**config.mk**
```make
export PLATFORM = sky130hd
export DESIGN_NAME = sram_mem_controller_flat
export DESIGN_NICKNAME = d
export VERILOG_FILES = /design/src/rtl/sram_mem_controller_pkg.sv /design/src/rtl/sram_mem_controller_if.sv /design/src/rtl/sram_mem_controller_wait.sv /design/src/rtl/sram_mem_controller.sv /design/src/flat_wrapper.sv
export SDC_FILE = /design/constraint.sdc
export NUM_CORES = 1
export LEC_CHECK = 0
export ABC_AREA = 1
export CORE_ASPECT_RATIO = 1.4
export CORE_MARGIN = 4
export CORE_UTILIZATION = 46
export DETAILED_ROUTE_END_ITERATION = 12
export PLACE_DENSITY = 0.76
export SYNTH_ARGS = -nofsm -noshare
export SYNTH_HDL_FRONTEND = slang
export SYNTH_SLANG_ARGS = --single-unit
```
**constraint.sdc**
```tcl
create_clock -name clk -period 2.3 [get_ports clk]
set_input_delay 0.46 -clock clk [delete_from_list [all_inputs] [get_ports clk]]
set_output_delay 0.46 -clock clk [all_outputs]
set_load 0.1 [all_outputs]
```
**src/rtl/sram_mem_controller_pkg.sv**
```systemverilog
// Shared definitions for the SRAM memory controller slice.
// Contents:
//   state_t          - controller FSM state encoding
//   DEF_BASE_ADDR    - default byte address that maps to SRAM word 0
//   DEF_WAIT_CYCLES  - default cycles per half-word phase (legal 1..15)
package sram_mem_controller_pkg;

    typedef enum logic [1:0] {
        S_IDLE = 2'd0,
        S_LOW  = 2'd1,
        S_HIGH = 2'd2,
        S_DONE = 2'd3
    } state_t;

    localparam int unsigned DEF_BASE_ADDR   = 32'd1024;
    localparam int unsigned DEF_WAIT_CYCLES = 32'd2;

endpackage

```
**src/rtl/sram_mem_controller_if.sv**
```systemverilog
// Bus bundle between the MEM stage, the controller and the SRAM pads.
// Pipeline side : rd_en, wr_en, addr, wdata (requests) / rdata, ready (responses)
// SRAM side     : sram_addr, sram_dq_out, sram_dq_oe, sram_we_n, sram_oe_n (drive)
//                 sram_dq_in (read data returned by the device)
// Modports: slave = controller, master = pipeline + SRAM device side.
interface sram_mem_controller_if #(
    parameter int unsigned WIDTH   = 32'd32,
    parameter int unsigned SRAM_AW = 32'd18,
    parameter int unsigned SRAM_DW = 32'd16
);
    logic               rd_en;
    logic               wr_en;
    logic [WIDTH-1:0]   addr;
    logic [WIDTH-1:0]   wdata;
    logic [WIDTH-1:0]   rdata;
    logic               ready;
    logic [SRAM_AW-1:0] sram_addr;
    logic [SRAM_DW-1:0] sram_dq_out;
    logic [SRAM_DW-1:0] sram_dq_in;
    logic               sram_dq_oe;
    logic               sram_we_n;
    logic               sram_oe_n;

    modport slave (
        input  rd_en, wr_en, addr, wdata, sram_dq_in,
        output rdata, ready, sram_addr, sram_dq_out, sram_dq_oe, sram_we_n, sram_oe_n
    );

    modport master (
        output rd_en, wr_en, addr, wdata, sram_dq_in,
        input  rdata, ready, sram_addr, sram_dq_out, sram_dq_oe, sram_we_n, sram_oe_n
    );
endinterface

```
**src/rtl/sram_mem_controller_wait.sv**
```systemverilog
// Phase timer for the SRAM controller: 4-bit load/decrement counter.
// Ports:
//   clk, rst  - clock, synchronous active-high reset
//   load      - reload with WAIT_CYCLES-1 (asserted on the edge entering a phase)
//   last      - current cycle is the final cycle of the phase (count == 0)
//   last_nxt  - the following cycle will be the final cycle of its phase
module sram_wait_counter #(
    parameter int unsigned WAIT_CYCLES = 32'd2
) (
    input  logic clk,
    input  logic rst,
    input  logic load,
    output logic last,
    output logic last_nxt
);
    localparam logic [3:0] LOAD_VAL = 4'(WAIT_CYCLES - 32'd1);

    logic [3:0] cnt_r;
    logic [3:0] cnt_nxt_s;

    // Next count: reload on phase entry, otherwise run down to zero and rest there
    always_comb begin
        cnt_nxt_s = cnt_r;
        if (load) begin
            cnt_nxt_s = LOAD_VAL;
        end else if (cnt_r != 4'd0) begin
            cnt_nxt_s = cnt_r - 4'd1;
        end else begin
            cnt_nxt_s = 4'd0;
        end
    end

    // Count register
    always_ff @(posedge clk) begin
        if (rst) begin
            cnt_r <= 4'd0;
        end else begin
            cnt_r <= cnt_nxt_s;
        end
    end

    assign last     = (cnt_r == 4'd0);
    assign last_nxt = (cnt_nxt_s == 4'd0);
endmodule

```
**src/rtl/sram_mem_controller.sv**
```systemverilog
// SRAM controller for the MEM stage: each 32-bit load/store becomes two 16-bit
// accesses (low half, then high half), each lasting WAIT_CYCLES cycles.
// Ports:
//   clk  - pipeline clock
//   rst  - synchronous active-high reset; aborts any access in flight
//   bus  - slave modport: pipeline request/response and SRAM pad signals
// ready is combinational (IDLE with no request, or DONE); all SRAM-side
// outputs and rdata are registered, so the SRAM drive for the next cycle is
// computed from the next state and next counter value.
module sram_mem_controller
    import sram_mem_controller_pkg::*;
#(
    parameter int unsigned WIDTH       = 32'd32,
    parameter int unsigned SRAM_AW     = 32'd18,
    parameter int unsigned SRAM_DW     = 32'd16,
    parameter int unsigned BASE_ADDR   = DEF_BASE_ADDR,
    parameter int unsigned WAIT_CYCLES = DEF_WAIT_CYCLES
) (
    input logic                  clk,
    input logic                  rst,
    sram_mem_controller_if.slave bus
);
    state_t             state_r, state_nxt_s;
    logic               load_s, last_s, last_nxt_s;
    logic               req_s, start_s;
    logic               op_wr_r, op_wr_nxt_s;
    logic [SRAM_AW-2:0] hw_base_r, hw_base_nxt_s;
    logic [WIDTH-1:0]   wdata_r, wdata_nxt_s;
    logic [WIDTH-1:0]   off_s;
    logic               unused_off_s;
    logic [WIDTH-1:0]   rdata_r;
    logic               active_nxt_s, phase_nxt_s, hold_cycle_s;
    logic [SRAM_AW-1:0] sram_addr_r, sram_addr_nxt_s;
    logic [SRAM_DW-1:0] sram_dq_out_r, sram_dq_out_nxt_s;
    logic               sram_dq_oe_r, sram_dq_oe_nxt_s;
    logic               sram_we_n_r, sram_we_n_nxt_s;
    logic               sram_oe_n_r, sram_oe_n_nxt_s;

    sram_wait_counter #(.WAIT_CYCLES(WAIT_CYCLES)) u_wait (
        .clk      (clk),
        .rst      (rst),
        .load     (load_s),
        .last     (last_s),
        .last_nxt (last_nxt_s)
    );

    assign req_s   = bus.rd_en | bus.wr_en;
    assign start_s = (state_r == S_IDLE) & req_s;
    // Offset wraps modulo 2^WIDTH; only the word-index bits reach the SRAM
    assign off_s        = bus.addr - WIDTH'(BASE_ADDR);
    assign unused_off_s = ^{off_s[WIDTH-1:SRAM_AW+1], off_s[1:0]};

    // FSM next state; the counter is reloaded on every phase entry
    always_comb begin
        state_nxt_s = state_r;
        load_s      = 1'b0;
        case (state_r)
            S_IDLE: begin
                if (req_s) begin
                    state_nxt_s = S_LOW;
                    load_s      = 1'b1;
                end else begin
                    state_nxt_s = S_IDLE;
                end
            end
            S_LOW: begin
                if (last_s) begin
                    state_nxt_s = S_HIGH;
                    load_s      = 1'b1;
                end else begin
                    state_nxt_s = S_LOW;
                end
            end
            S_HIGH: begin
                if (last_s) begin
                    state_nxt_s = S_DONE;
                end else begin
                    state_nxt_s = S_HIGH;
                end
            end
            S_DONE:  state_nxt_s = S_IDLE;
            default: state_nxt_s = S_IDLE;
        endcase
    end

    // Operation latch: capture op/offset/data when leaving IDLE (write wins over read)
    always_comb begin
        op_wr_nxt_s   = op_wr_r;
        hw_base_nxt_s = hw_base_r;
        wdata_nxt_s   = wdata_r;
        if (start_s) begin
            op_wr_nxt_s   = bus.wr_en;
            hw_base_nxt_s = off_s[SRAM_AW:2];
            wdata_nxt_s   = bus.wdata;
        end else begin
            op_wr_nxt_s   = op_wr_r;
            hw_base_nxt_s = hw_base_r;
            wdata_nxt_s   = wdata_r;
        end
    end

    // SRAM drive for the coming cycle; write strobe is released on the last
    // cycle of each phase for address/data hold, unless a phase is one cycle
    always_comb begin
        active_nxt_s      = (state_nxt_s == S_LOW) | (state_nxt_s == S_HIGH);
        phase_nxt_s       = (state_nxt_s == S_HIGH);
        hold_cycle_s      = last_nxt_s & (WAIT_CYCLES != 32'd1);
        sram_addr_nxt_s   = '0;
        sram_dq_out_nxt_s = '0;
        sram_dq_oe_nxt_s  = 1'b0;
        sram_we_n_nxt_s   = 1'b1;
        sram_oe_n_nxt_s   = 1'b1;
        if (active_nxt_s) begin
            sram_addr_nxt_s = {hw_base_nxt_s, phase_nxt_s};
            if (op_wr_nxt_s) begin
                sram_dq_oe_nxt_s  = 1'b1;
                sram_we_n_nxt_s   = hold_cycle_s;
                sram_oe_n_nxt_s   = 1'b1;
                sram_dq_out_nxt_s = phase_nxt_s ? wdata_nxt_s[WIDTH-1:SRAM_DW]
                                                : wdata_nxt_s[SRAM_DW-1:0];
            end else begin
                sram_dq_oe_nxt_s  = 1'b0;
                sram_we_n_nxt_s   = 1'b1;
                sram_oe_n_nxt_s   = 1'b0;
                sram_dq_out_nxt_s = '0;
            end
        end else begin
            sram_addr_nxt_s   = '0;
            sram_dq_out_nxt_s = '0;
        end
    end

    // State, operation latch and SRAM output registers
    always_ff @(posedge clk) begin
        if (rst) begin
            state_r       <= S_IDLE;
            op_wr_r       <= 1'b0;
            hw_base_r     <= '0;
            wdata_r       <= '0;
            sram_addr_r   <= '0;
            sram_dq_out_r <= '0;
            sram_dq_oe_r  <= 1'b0;
            sram_we_n_r   <= 1'b1;
            sram_oe_n_r   <= 1'b1;
        end else begin
            state_r       <= state_nxt_s;
            op_wr_r       <= op_wr_nxt_s;
            hw_base_r     <= hw_base_nxt_s;
            wdata_r       <= wdata_nxt_s;
            sram_addr_r   <= sram_addr_nxt_s;
            sram_dq_out_r <= sram_dq_out_nxt_s;
            sram_dq_oe_r  <= sram_dq_oe_nxt_s;
            sram_we_n_r   <= sram_we_n_nxt_s;
            sram_oe_n_r   <= sram_oe_n_nxt_s;
        end
    end

    // Load data capture on the final cycle of each read phase
    always_ff @(posedge clk) begin
        if (rst) begin
            rdata_r <= '0;
        end else if ((state_r == S_LOW) && last_s && !op_wr_r) begin
            rdata_r[SRAM_DW-1:0] <= bus.sram_dq_in;
        end else if ((state_r == S_HIGH) && last_s && !op_wr_r) begin
            rdata_r[WIDTH-1:SRAM_DW] <= bus.sram_dq_in;
        end else begin
            rdata_r <= rdata_r;
        end
    end

    assign bus.ready       = ((state_r == S_IDLE) & ~bus.rd_en & ~bus.wr_en) | (state_r == S_DONE);
    assign bus.rdata       = rdata_r;
    assign bus.sram_addr   = sram_addr_r;
    assign bus.sram_dq_out = sram_dq_out_r;
    assign bus.sram_dq_oe  = sram_dq_oe_r;
    assign bus.sram_we_n   = sram_we_n_r;
    assign bus.sram_oe_n   = sram_oe_n_r;
endmodule
```
**src/flat_wrapper.sv**
```systemverilog
// flat-port wrapper written by rule: the top's interface ports become plain ports
module sram_mem_controller_flat import sram_mem_controller_pkg::*;
#(
    parameter int unsigned WIDTH       = 32'd32,
    parameter int unsigned SRAM_AW     = 32'd18,
    parameter int unsigned SRAM_DW     = 32'd16,
    parameter int unsigned BASE_ADDR   = DEF_BASE_ADDR,
    parameter int unsigned WAIT_CYCLES = DEF_WAIT_CYCLES
)
  (clk, rst, bus_rd_en, bus_wr_en, bus_addr, bus_wdata, bus_sram_dq_in, bus_rdata, bus_ready, bus_sram_addr, bus_sram_dq_out, bus_sram_dq_oe, bus_sram_we_n, bus_sram_oe_n);
  sram_mem_controller_if #(.WIDTH(WIDTH), .SRAM_AW(SRAM_AW), .SRAM_DW(SRAM_DW)) bus_i ();
  input logic clk;
  input logic rst;
  input wire logic [$bits(bus_i.rd_en)-1:0] bus_rd_en;
  input wire logic [$bits(bus_i.wr_en)-1:0] bus_wr_en;
  input wire logic [$bits(bus_i.addr)-1:0] bus_addr;
  input wire logic [$bits(bus_i.wdata)-1:0] bus_wdata;
  input wire logic [$bits(bus_i.sram_dq_in)-1:0] bus_sram_dq_in;
  output wire logic [$bits(bus_i.rdata)-1:0] bus_rdata;
  output wire logic [$bits(bus_i.ready)-1:0] bus_ready;
  output wire logic [$bits(bus_i.sram_addr)-1:0] bus_sram_addr;
  output wire logic [$bits(bus_i.sram_dq_out)-1:0] bus_sram_dq_out;
  output wire logic [$bits(bus_i.sram_dq_oe)-1:0] bus_sram_dq_oe;
  output wire logic [$bits(bus_i.sram_we_n)-1:0] bus_sram_we_n;
  output wire logic [$bits(bus_i.sram_oe_n)-1:0] bus_sram_oe_n;
  assign bus_i.rd_en = bus_rd_en;
  assign bus_i.wr_en = bus_wr_en;
  assign bus_i.addr = bus_addr;
  assign bus_i.wdata = bus_wdata;
  assign bus_i.sram_dq_in = bus_sram_dq_in;
  assign bus_rdata = bus_i.rdata;
  assign bus_ready = bus_i.ready;
  assign bus_sram_addr = bus_i.sram_addr;
  assign bus_sram_dq_out = bus_i.sram_dq_out;
  assign bus_sram_dq_oe = bus_i.sram_dq_oe;
  assign bus_sram_we_n = bus_i.sram_we_n;
  assign bus_sram_oe_n = bus_i.sram_oe_n;
  sram_mem_controller #(.WIDTH(WIDTH), .SRAM_AW(SRAM_AW), .SRAM_DW(SRAM_DW), .BASE_ADDR(BASE_ADDR), .WAIT_CYCLES(WAIT_CYCLES)) u_core (.clk(clk), .rst(rst), .bus(bus_i));
endmodule
```
## Word level (Yosys, flattened, before mapping)

Index checks and enable logic that the tools add are counted.

- $add $sub $neg: 2
- Equality and inequality tests: 5
- Multiplexer cells: 14
- Bitwise logic cells: 11
- Reductions and logical operators: 12

Operator list:

| kind | number |
|---|---|
| $mux W32 | 1 |
| $sub A19 B11 Y19 const B | 1 |
| $mux W17 | 1 |
| $mux W16 | 1 |
| $logic_not A4 Y1 | 2 |
| $mux W4 | 2 |
| $pmux W2 S4 | 1 |
| $eq A2 B2 Y1 const B | 3 |
| $mux W1 | 6 |
| $not A1 Y1 | 5 |
| $eq A2 B1 Y1 const B | 2 |
| $logic_and A1 B1 Y1 | 4 |
| $reduce_bool A4 Y1 | 1 |
| $sub A4 B1 Y4 const B | 1 |
| $and A1 B1 Y1 | 3 |
| $or A1 B1 Y1 | 3 |
| $reduce_or A3 Y1 | 1 |
| $logic_not A2 Y1 | 1 |
| $mux W2 | 1 |
| $pmux W1 S2 | 1 |
| $reduce_and A2 Y1 | 1 |
| $reduce_or A2 Y1 | 1 |
| $logic_not A1 Y1 | 1 |

- Flip-flop bits (word level): 125
- Input port bits: 84
- Output and inout bits: 70
- Logic and storage cells: 56

## Longest topological paths before layout

Gate-level depths: netlist of run 1.

- Depth in word-level cells: 7
- Gate-level depth with buffers: 12

## Modules after synthesis

Synthesis of run 1 repeated with hierarchy kept, for this count alone.

- Cell total of the unflattened synthesis: 661
- Area total of the unflattened synthesis: 4902.2 sq um

Modules (own cells, without submodules):

| module | times used | cells an instance | area each (sq um) | sequential area each (sq um) |
|---|---|---|---|---|
| sram_mem_controller | 1 | 627 | 4675.7 | 2422.3 |
| sram_wait_counter | 1 | 34 | 226.5 | 80.1 |

## Worst setup path before layout of run 1

Ideal clock, no wire load.

- Path kind: register -> output
- Start: reg u_core.state_r[1]
- End: out bus_ready
- Data arrival time: 2955 ps
- Required time: 1840 ps
- Slack: -1115 ps
- Stages on the path, launching flop included: 5
- Path buffers: 2
- Cells stage by stage: dfxtp_1 nor2_2 buf_4 buf_2 a211oi_1

- Longest elaborated chain between the ends: 4
- Elaborated cells on any way between the ends: 5
- Classes of those cells: 1 x eq/ne; 3 x bitwise; 1 x reduce/logical

Ends and longest elaborated chain:

| element | line | RTL |
|---|---|---|
| from (decl) | sram_mem_controller.sv:23 | `state_t state_r, state_nxt_s;` |
| from (signal assigned) | sram_mem_controller.sv:146 | `state_r <= state_nxt_s;` |
| $logic_not A2 Y1 | sram_mem_controller.sv:171 | `assign bus.ready = ((state_r == S_IDLE) & ~bus.rd_en & ~bus.wr_en) \| (state_r == S_DONE);` |
| $and A1 B1 Y1 (2 in series) | sram_mem_controller.sv:171 |  |
| $or A1 B1 Y1 (*) | sram_mem_controller.sv:171 |  |
| to (decl) | flat_wrapper.sv:20 | `output wire logic [$bits(bus_i.ready)-1:0] bus_ready;` |

Mark *: on every way between the ends. The rest lies on a longest branch, timed or not.

## Worst setup path after layout of run 1

- Start: reg u_core.u_wait.cnt_r[0]
- End: reg u_core.sram_addr_r[11], in the netlist u_core.bus.sram_addr[11]

- Longest elaborated chain between the ends: 7
- Elaborated cells on any way between the ends: 9
- Classes of those cells: 2 x eq/ne; 3 x mux; 2 x bitwise; 2 x reduce/logical

Ends and longest elaborated chain:

| element | line | RTL |
|---|---|---|
| from (decl) | sram_mem_controller_wait.sv:18 | `logic [3:0] cnt_r;` |
| from (signal assigned) | sram_mem_controller_wait.sv:38 | `cnt_r <= cnt_nxt_s;` |
| $logic_not A4 Y1 (*) | sram_mem_controller_wait.sv:42 | `assign last = (cnt_r == 4'd0);` |
| $mux W1 or $mux W2 (tied branches) | sram_mem_controller.sv:75, sram_mem_controller.sv:67 |  |
| $pmux W2 S4 (*) | sram_mem_controller.sv:57 | `case (state_r)` |
| $eq A2 B1 Y1 or $eq A2 B2 Y1 (tied branches) | sram_mem_controller.sv:105 | `active_nxt_s = (state_nxt_s == S_LOW) \| (state_nxt_s == S_HIGH);` |
| $or A1 B1 Y1 (*) | sram_mem_controller.sv:105 |  |
| $not A1 Y1 (no line) (*) | -- |  |
| $reduce_or A2 Y1 (no line) (*) | -- |  |
| to (signal assigned) | sram_mem_controller.sv:150 | `sram_addr_r <= sram_addr_nxt_s;` |
| to (decl) | sram_mem_controller.sv:33 | `logic [SRAM_AW-1:0] sram_addr_r, sram_addr_nxt_s;` |

Marks and branches as above.
A chain may end at the register's enable or synchronous reset.

==> flow_summary.toml, run 1 <==
[outcome]
status = "finished, final reports clean"

[critical_path]
rr_worst_depth = 11
cp_top_family = "simple AND/OR/NAND/NOR gates"
timing.rr.start = "u_core.u_wait.cnt_r[0]"
endpoint_kind = "flip-flop"
critPathSlowestCell = "dfxtp_1"
crit_fanout = 7
endpoint = "u_core.bus.sram_addr[11]"
cpPeakStageDelay_ps = 350
path_buf_inv = 3
critPathKind = "reg2reg"
critPathArrivalTime_ps = 2450
cp_cell_sequence = "inv_1 -> ha_1 -> nand3_4 -> nand2_1 -> nand2_1 -> nor2_1 -> ha_1 -> nor2_2 -> buf_4 -> clkinvlp_4 -> nor2_1"
startpoint = "u_core.u_wait.cnt_r[0]"
timing.rr.end = "u_core.bus.sram_addr[11]"
cp.depth = 11
crit_required_ps = 2640
critPathLaunchType = "flip-flop"
reg2reg_slack_ps = 190

[hold_path]
hold_path_class = "reg2reg"

[timing]
slew_viol_final = 0
rsz0062_at_grt = "false"
finalSetupViolCount = 0
worstMarginPinSlew_ps = 482
fmax_mhz = 474
final-hold-violation-count = 0
min_period_ps = 2110
relSlewSlack_pct = 67.9
finalClockSkew_ps = 7.60
fin_crit_sh_pct = 91.7

[finish]
final_nets = 897
n_fill_cell = 915
final_cell_area_sq_um = 6920
antenna_cells = 0
area_growth_pct = 38.6
final_cell_mix = "155 x nand2_1, 125 x dfxtp_1, 88 x nor2_1"
final_common_cell = "nand2_1"
drive_above_1_share_pct = 16.5

[synthesis]
synthArstFlopShare_pct = 0
synth.distinct_cells = 33
yosys_register_bits = 125
synth_enable_flop_cells = 0
syn-instance-count = 668
synth_area_sq_um = 4990
syn_nets = 756
synth_ff_type = "dfxtp_1"
syn_area_per_cell_sq_um = 7.47
yosys_warnings = 0
synth_seq_area_share_pct = 50.1

[route]
drt_first_pass_iters = 4
drtAntennaViolNets = 0
drt-initial-drc-count = 239
wl_microns = 13000
vias_per_cell = 4.97
drc_errors = 0
routedWlPerCell_microns = 13.5
vias = 4767

[power_and_ir_drop]
ir_drop_v = 0.000797
p_per_area_nw_per_um2 = 1450
total_power_mw = 10.0
p_leak_nw = 3.20

[cts]
clockBufferDepth = 2
clk_latency_ps = 410
hold_buffers = 0
ctsResizeCount = 0
post_cts_buffers = 0
tritoncts = "built"
htree_num_levels = 4
cts_sinks = 125
cts-root-buf = "clkbuf_16"
cts_made_buffers = 17
clk_pin_slew_ps = 50

[die]
die_y_microns = 131
ios = 154
dieWidth_microns = 96.0
die-area_sq_um = 12600
start_util_pct = 47.5
row_count = 44
core_sq_um = 10500

[placed_design]
place_hpwl_microns = 8800
io_buffers = 138
gp_congestion = 0.790
placed_area_sq_um = 6360

[grt]
antenna_found_initial = 1
grt_max_degree = 88
grt-ovfl-total = 0
grt_pass1_wl_microns = 20600
gr-usage-all-layers_pct = 20.7
grt_pass1_vias = 4646

[flow_run]
max-cap-violations = 0
state kept, by name (all words and copies together), names as in the netlist, 2 cells and up:
register,flops
u_core.bus.rdata,32
u_core.bus.sram_addr,18
u_core.bus.sram_dq_out,16
u_core.hw_base_r,17
u_core.state_r,2
u_core.u_wait.cnt_r,4
u_core.wdata_r,32
synthesized netlist by cell type (all sizes together), types with 4 or more instances:
cell	number	area [sq um]
clkbuf	12	46.3
buf	24	169
inv	92	345
a21oi	49	245
nor2	92	367
nand4	17	106
o21ai	26	130
ha	4	50.1
o211ai	17	133
nand2	157	599
dfxtp	125	2500
nand3	45	243
metal layers:
layer	wire length, microns	GRT usage [%]
met5	7	0
met4	237	8.47
met3	963	7.09
met2	6700	36.8
met1	5070	21.6
cells by family (layout without fill, tap and decap cells):
group / after synthesis / count (layout) / share of synthesized area [%]
xor gates and xnor gates: 1 / 1 / 0.175
AOI/OAI and AO/OA: 93 / 93 / 10.3
adders and majority gates: 4 / 4 / 1.00
buffers and inverters: 129 / 283 / 11.3
and+or+nand+nor: 315 / 315 / 26.9
muxes: 1 / 1 / 0.201
DFF: 125 / 125 / 50.1
cell type report:
cell class                 count  area, sq um  share of cell area [%]
sequential                   125         2500                    36.2
multi-input combinational    414         1940                    28.1
timing repair buffer         157         1390                    20.1
clock buffer                  25          485                    7.02
inverter                      93          353                    5.10
tap                          138          173                    2.50
clock inverter                 7         62.6                   0.904
timing repair inverter         1         7.51                   0.109
how the worst min path moves through the flow:
stage,from,endpoint,slack [ps],cells after the start
detailed placement,u_core.bus.rdata[6],u_core.bus.rdata[6],450,2
global route,u_core.bus.rdata[10],u_core.bus.rdata[10],480,2
floorplan,u_core.hw_base_r[11],u_core.bus.sram_addr[12],460,2
global placement,u_core.bus.rdata[6],u_core.bus.rdata[6],450,2
CTS,rst,u_core.bus.sram_oe_n,440,4
finish,u_core.bus.rdata[17],u_core.bus.rdata[17],460,2
metrics by stage:
stage | cells | util (%) | setup TNS [ps] | setup WS, ps | hold WS (ps)
4_1_cts | 959 | 65.7 | 0 | 109 | 438
6_report | 960 | 65.8 | 0 | 190 | 460
2_1_floorplan | 668 | - | 0 | 172 | 460
5_1_grt | 960 | 65.8 | 0 | 1.77 | 477
3_3_place_gp | 927 | 60.4 | -1110 | -64.5 | 451
3_5_place_dp | 927 | 60.4 | -2180 | -90.3 | 455
worst min-delay path, delay by kind of cell (launching register included):
kind	cells	cell delay, ps
and+or+nand+nor	1	60
AOI/OAI and AO/OA	1	50
DFF	1	300
power breakdown:
group,switching [mW],total [mW],internal [mW],leakage (nW)
clock network,0.881,2.44,1.56,0.271
registers,0.177,2.85,2.67,1.03
logic,3.54,4.75,1.21,1.91
(Power assumes the default switching activity.)
==> run 2, diff against run 1 <==
Settings changed: GPL_TIMING_DRIVEN set to 1.
==> results of run 2 <==
Same layout as run 1: the final DEF is identical, and so are final timing and power.
